$ cat src/rtl/rgb_gray_stream_pkg.sv
// Shared constants and helpers for the RGB-to-gray stream converter.
package gray_pkg;

    // Default luma weights in 1/256 units (they sum to 256)
    localparam int R_COEF_DEF = 54;
    localparam int G_COEF_DEF = 183;
    localparam int B_COEF_DEF = 19;
    localparam int ROUND_DEF  = 1;

    localparam logic MODE_565 = 1'b0;
    localparam logic MODE_888 = 1'b1;

    // Channel bit positions inside one 24-bit lane
    localparam int R565_HI = 15, R565_LO = 11;
    localparam int G565_HI = 10, G565_LO = 5;
    localparam int B565_HI = 4,  B565_LO = 0;
    localparam int R888_HI = 23, R888_LO = 16;
    localparam int G888_HI = 15, G888_LO = 8;
    localparam int B888_HI = 7,  B888_LO = 0;

    typedef struct packed {
        logic [7:0] r;
        logic [7:0] g;
        logic [7:0] b;
    } rgb8_t;

    typedef struct packed {
        logic [15:0] r;
        logic [15:0] g;
        logic [15:0] b;
    } prod_t;

    // Bring a lane to 8 bits per channel; 565 is zero-padded, not replicated
    function automatic rgb8_t expandPix(input logic [23:0] pix, input logic mode);
        rgb8_t c;
        if (mode == MODE_888) begin
            c.r = pix[R888_HI:R888_LO];
            c.g = pix[G888_HI:G888_LO];
            c.b = pix[B888_HI:B888_LO];
        end else begin
            c.r = {pix[R565_HI:R565_LO], 3'b000};
            c.g = {pix[G565_HI:G565_LO], 2'b00};
            c.b = {pix[B565_HI:B565_LO], 3'b000};
        end
        return c;
    endfunction

endpackage

$ cat src/rtl/rgb_gray_lane.sv
// One pixel: expand, weight, sum, round, saturate. Two register stages.
module rgb_gray_lane
    import gray_pkg::*;
#(
    parameter int R_COEF = R_COEF_DEF,
    parameter int G_COEF = G_COEF_DEF,
    parameter int B_COEF = B_COEF_DEF,
    parameter int ROUND  = ROUND_DEF
) (
    input  logic        clock,
    input  logic        nReset,
    input  logic        en,
    input  logic [23:0] pix,
    input  logic        mode,
    output logic [7:0]  gray
);

    rgb8_t       chan;
    prod_t       prodQ;
    logic [17:0] sum;
    logic [9:0]  scaled;

    assign chan = expandPix(pix, mode);

    // Stage 1: register the three weighted channels
    always_ff @(posedge clock or negedge nReset) begin
        if (!nReset) begin
            prodQ <= '0;
        end else if (en) begin
            prodQ.r <= 16'(R_COEF) * 16'(chan.r);
            prodQ.g <= 16'(G_COEF) * 16'(chan.g);
            prodQ.b <= 16'(B_COEF) * 16'(chan.b);
        end
    end

    // Full-width sum so nothing is lost before the shift
    assign sum    = 18'(prodQ.r) + 18'(prodQ.g) + 18'(prodQ.b) + ((ROUND != 0) ? 18'd128 : 18'd0);
    assign scaled = 10'(sum >> 8);

    // Stage 2: register the saturated 8-bit gray value
    always_ff @(posedge clock or negedge nReset) begin
        if (!nReset) begin
            gray <= '0;
        end else if (en) begin
            gray <= (scaled > 10'd255) ? 8'hFF : scaled[7:0];
        end
    end

endmodule

$ cat src/rtl/rgb_gray_stream.sv
// Streaming RGB565/888 to 8-bit gray, packed little-endian into 32-bit words.
// A single advance enable drives the whole pipe; s_ready is combinational
// from m_ready through that enable.
module rgb_gray_stream
    import gray_pkg::*;
#(
    parameter int LANES  = 2,
    parameter int R_COEF = R_COEF_DEF,
    parameter int G_COEF = G_COEF_DEF,
    parameter int B_COEF = B_COEF_DEF,
    parameter int ROUND  = ROUND_DEF
) (
    input  logic                  clock,
    input  logic                  nReset,
    input  logic [24*LANES-1:0]   s_data,
    input  logic                  s_mode,
    input  logic                  s_valid,
    input  logic                  s_last,
    output logic                  s_ready,
    output logic [31:0]           m_data,
    output logic [3:0]            m_keep,
    output logic                  m_last,
    output logic                  m_valid,
    input  logic                  m_ready
);

    localparam int STAGES = 2;

    if (!(LANES == 1 || LANES == 2 || LANES == 4)) begin : gBadLanes
        $fatal(1, "rgb_gray_stream: LANES must be 1, 2 or 4");
    end
    if (R_COEF > 255 || G_COEF > 255 || B_COEF > 255 ||
        R_COEF < 0 || G_COEF < 0 || B_COEF < 0) begin : gBadCoef
        $fatal(1, "rgb_gray_stream: coefficients must fit in 8 bits");
    end

    logic                  en;
    logic                  accept;
    logic [STAGES:1]       vldPipe;
    logic [STAGES:1]       lastPipe;
    logic [LANES-1:0][7:0] grayLane;

    assign en      = !m_valid || m_ready;
    assign s_ready = en;
    assign accept  = s_valid && en;

    for (genvar i = 0; i < LANES; i++) begin : gLane
        rgb_gray_lane #(
            .R_COEF(R_COEF), .G_COEF(G_COEF), .B_COEF(B_COEF), .ROUND(ROUND)
        ) uLane (
            .clock (clock),
            .nReset(nReset),
            .en    (en),
            .pix   (s_data[24*i +: 24]),
            .mode  (s_mode),
            .gray  (grayLane[i])
        );
    end

    // Beat valid/last ride alongside the lane data stages
    always_ff @(posedge clock or negedge nReset) begin
        if (!nReset) begin
            vldPipe  <= '0;
            lastPipe <= '0;
        end else if (en) begin
            vldPipe  <= {vldPipe[STAGES-1:1], accept};
            lastPipe <= {lastPipe[STAGES-1:1], s_last};
        end
    end

    // Packer: acc holds the partial word, cnt the bytes already in it
    logic [1:0]  cnt;
    logic [31:0] acc;
    logic [31:0] ins;
    logic [31:0] merged;
    logic [2:0]  newCnt;
    logic        wordDone;
    logic [3:0]  keepNext;

    // Merge the incoming gray bytes above the ones already held
    always_comb begin
        ins                  = '0;
        ins[8*LANES-1:0]     = grayLane;
        merged               = acc | (ins << {cnt, 3'b000});
        newCnt               = {1'b0, cnt} + 3'(LANES);
        wordDone             = newCnt[2] || lastPipe[STAGES];
        case (newCnt)
            3'd1:    keepNext = 4'b0001;
            3'd2:    keepNext = 4'b0011;
            3'd3:    keepNext = 4'b0111;
            default: keepNext = 4'b1111;
        endcase
    end

    // Output register and partial-word state; a full word or end of line flushes
    always_ff @(posedge clock or negedge nReset) begin
        if (!nReset) begin
            cnt     <= '0;
            acc     <= '0;
            m_data  <= '0;
            m_keep  <= '0;
            m_last  <= 1'b0;
            m_valid <= 1'b0;
        end else if (en) begin
            m_valid <= 1'b0;
            if (vldPipe[STAGES]) begin
                if (wordDone) begin
                    m_data  <= merged;
                    m_keep  <= keepNext;
                    m_last  <= lastPipe[STAGES];
                    m_valid <= 1'b1;
                    acc     <= '0;
                    cnt     <= '0;
                end else begin
                    acc     <= merged;
                    cnt     <= newCnt[1:0];
                end
            end
        end
    end

endmodule

$ cat config.mk
export PLATFORM = sky130hd
export DESIGN_NAME = rgb_gray_stream
export DESIGN_NICKNAME = d
export VERILOG_FILES = /design/src/rtl/rgb_gray_stream_pkg.sv /design/src/rtl/rgb_gray_lane.sv /design/src/rtl/rgb_gray_stream.sv
export SDC_FILE = /design/constraint.sdc
export NUM_CORES = 1
export LEC_CHECK = 0
export BUFFER_PORTS_ARGS = -buffer_cell sky130_fd_sc_hd__buf_2
export CAP_MARGIN = 20
export CORE_MARGIN = 2
export CORE_UTILIZATION = 49
export CTS_CLUSTER_SIZE = 12
export DETAILED_ROUTE_END_ITERATION = 8
export GPL_ROUTABILITY_DRIVEN = 0
export PLACE_DENSITY = 0.76
export SETUP_SLACK_MARGIN = 0.1
export SLEW_MARGIN = 20
export SYNTH_ARGS = -nofsm -noshare
export SYNTH_HDL_FRONTEND = slang
export SYNTH_SLANG_ARGS = --single-unit
$ cat constraint.sdc
create_clock -name clock -period 11.09 [get_ports clock]
set_input_delay 0.5545 -clock clock [delete_from_list [all_inputs] [get_ports clock]]
set_output_delay 0.5545 -clock clock [all_outputs]
set_load 0.02 [all_outputs]
==> impl_metrics.env <==
export IMPL_outcome="completed"
export IMPL_wl_per_cell_um=14.9
export IMPL_netlist_area_um2=14800
export IMPL_drc=0
export IMPL_drt_pass1_iterations=5
export IMPL_r2r_cells=16
export IMPL_die_w_um=178
export IMPL_area_growth_synth_to_final_pct=9.43
export IMPL_cts_sinks=175
export IMPL_num_rows=63
export IMPL_io_pins=93
export IMPL_wl_mm=30.9
export IMPL_yosysWarningCount=0
export IMPL_period_needed_ns=4.95
export IMPL_postSynthRegisterBits=175
export IMPL_cp_start_kind="input port"
export IMPL_clock_skew_ns=0.0109
export IMPL_antennaDiodeCount=0
export IMPL_die_y_um=178
export IMPL_dp_hpwl_mm=24.6
export IMPL_root_buffer="clkbuf_16"
export IMPL_htree_levels=4
export IMPL_synth_ff_type="dfrtp_1"
export IMPL_yosys_area_top_type="dfrtp_1"
export IMPL_ys_seq_area_share_pct=29.6
export IMPL_antenna_found_initial=0
export IMPL_clk_path_buf_depth=2
export IMPL_post_cts_buffers=0
export IMPL_relSlewSlack_pct=29.3
export IMPL_dieArea_um2=31600
export IMPL_start_util_pct=49.8
export IMPL_grt_start_max_net_pins=119
export IMPL_max_cap_violations=0
export IMPL_cts_hold_buf=0
export IMPL_synth_cells=1593
export IMPL_ant_nets=0
export IMPL_cts_tree="yes"
export IMPL_grt_met1_usage_pct=29.2
export IMPL_setup_worst_path_end_class="flop"
export IMPL_nets=2034
export IMPL_syn_area_per_cell_um2=9.29
export IMPL_r2r_end="gLane[1].uLane.gray[2]"
export IMPL_overflow=0
export IMPL_synth_fp_nets=1963
export IMPL_ys_types=59
export IMPL_timing_worst_setup_path_type="input port to flop"
export IMPL_grt_usage_pct=20.7
export IMPL_max_freq_ghz=0.202
export IMPL_post_route_period_util_pct=44.6
export IMPL_drive_above_1_share_pct=9.54
export IMPL_grt_pass1_vias=11200
export IMPL_cp_required_ns=11.38
export IMPL_grt_pass1_wl_mm=53.1
export IMPL_cts_made_buffers=17
export IMPL_setup_viol=0
export IMPL_r2r_slack_ns=6.82
export IMPL_yosys_area_top_type_share_pct=29.6
export IMPL_hold_class="input port to asynchronous set/reset pin"
export IMPL_clk_latency_ns=0.43
export IMPL_cts_resized=0
export IMPL_grt_use_met3_pct=3.06
export IMPL_rsz0062_at_grt="no"
export IMPL_tightestPinTransition_ns=1.06
export IMPL_ys_top_cells_by_area="dfrtp_1 30%, ha_1 21%, fa_1 9.3%, inv_1 5.6%, a21oi_1 5.3%"
export IMPL_io_buffers=92
export IMPL_core_area_um2=29700
export IMPL_top_usage_layer="met2"
export IMPL_drtIter0Drc=621
export IMPL_clk_pin_slew_worst_paths_ns=0.07
export IMPL_synth_edf_count=0
export IMPL_finalHoldViolCount=0
export IMPL_dp_slack_ns=5.66
export IMPL_critPathArrivalTime_ns=5.24
export IMPL_critical_path_peak_fanout=48
export IMPL_synthArstFlopShare_pct=100
export IMPL_r2r_start="gLane[1].uLane.prodQ[18]"
export IMPL_tns_ns=0
export IMPL_drv_slew=0
export IMPL_vias=11100
export IMPL_setup_ws_ns=6.14
export IMPL_grt_util_met2_pct=33.2
export IMPL_viasPerCell=5.37
-- final cells by class --
class	count	area (um^2)
tap	390	488
clock buffer	20	437
clock inverter	12	116
timing repair buffer	98	514
multi-input combinational	1151	9420
fill	2618	13500
sequential	175	4380
inverter	221	832
-- synthesized netlist by cell type (2+ instances only) --
cell type  number
clkbuf_1       34
nand3_2         2
nor3b_1         3
o21a_1         12
a41oi_1         3
o21ai_2         2
mux2i_1        21
nor2_1         89
o211a_1         2
xnor2_1        57
nor2b_1        10
o211ai_1        5
a311oi_1        5
o22a_1         14
nor3_1         22
o31ai_1         4
nand2b_1        7
or3_1           6
a221oi_1        3
o21ai_1         3
a211oi_1        4
dfrtp_1       175
ha_1          247
o21ai_0        79
a21o_1         21
o21bai_1       20
fa_1           69
nand4_1         4
a21oi_1       157
o31a_1          3
nand3_1        12
a31oi_1        11
a21boi_0        2
inv_1         221
nand2_1       151
buf_2           4
xor2_1         26
and2_1         31
buf_1           7
mux2_2         17
nor4_1          5
a211o_1         3
and3_1          4
-- per-layer routing --
| layer | vias up | routed length [um] |
|---|---|---|
| li1 | 5526 | - |
| met1 | 5312 | 15400 |
| met2 | 218 | 13700 |
| met3 | 34 | 1270 |
| met4 | 0 | 473 |
| met5 | - | 0 |
-- cell usage in the layout (no fill, tap or decap), drive strengths merged, types with 14 or more instances in the layout --
master  instances
o21ai          84
nor2           89
xnor2          57
mux2i          21
fa             69
o21bai         21
nand2         151
dfrtp         175
a21o           21
xor2           26
nor3           22
and2           31
a21oi         157
mux2           17
clkbuf         21
inv           231
nand3          14
ha            247
buf            97
o22a           14
-- how the worst max path moves through the flow --
stage,cells past startpoint,slack [ns],startpoint,end
2_1_floorplan,17,5.95,s_mode,gLane[0].uLane.prodQ[31]
6_report,18,6.14,s_mode,gLane[0].uLane.prodQ[31]
3_5_place_dp,18,5.66,s_mode,gLane[0].uLane.prodQ[31]
3_3_place_gp,18,5.88,s_mode,gLane[0].uLane.prodQ[31]
5_1_grt,18,5.83,s_mode,gLane[0].uLane.prodQ[31]
4_1_cts,18,6.14,s_mode,gLane[0].uLane.prodQ[31]
-- per-stage QoR --
step | area, um^2 | hold WS, ns | std cells | utilization, %
2_1_floorplan | 14800 | 0.259 | 1593 | -
3_3_place_gp | 15600 | 0.444 | 2035 | 52.6
3_5_place_dp | 15600 | 0.448 | 2035 | 52.6
4_1_cts | 16200 | 0.334 | 2067 | 54.5
5_1_grt | 16200 | 0.333 | 2067 | 54.5
6_report | 16200 | 0.261 | 2067 | 54.5
-- flip-flops by register name (all words and copies together), names as in the netlist --
signal	count
gLane.uLane.prodQ	84
acc	32
m_data	32
gLane.uLane.gray	16
m_keep	4
lastPipe	2
vldPipe	2
cnt	1
m_last	1
m_valid	1
-- worst max-delay path: stages --
cell	delay (ns)
buf_2	0.07
buf_4	0.48
mux2i_1	0.38
inv_1	0.18
fa_1	0.53
inv_1	0.06
fa_1	0.49
fa_1	0.56
inv_1	0.06
fa_1	0.47
ha_1	0.32
inv_1	0.09
a21oi_1	0.07
o211ai_1	0.23
a21oi_1	0.13
o31ai_1	0.31
xor2_1	0.17
o21ai_0	0.08
-- logic make-up (layout without fill, tap and decap cells) --
kind of cell / Yosys count / count (layout) / share of synthesized area [%]
XOR/XNOR: 83 / 83 / 4.91
AND/OR/NAND/NOR: 350 / 350 / 10.6
buffers and inverters: 267 / 351 / 6.83
AO/OA/AOI/OAI: 364 / 364 / 15.1
flip-flops: 175 / 175 / 29.6
adder cells (fa/ha/maj): 316 / 316 / 30.2
multiplexers: 38 / 38 / 2.72
Power is left out: the tool's default activity adds up to more than one toggle a clock period on the data nets, which glitch-free logic cannot reach.
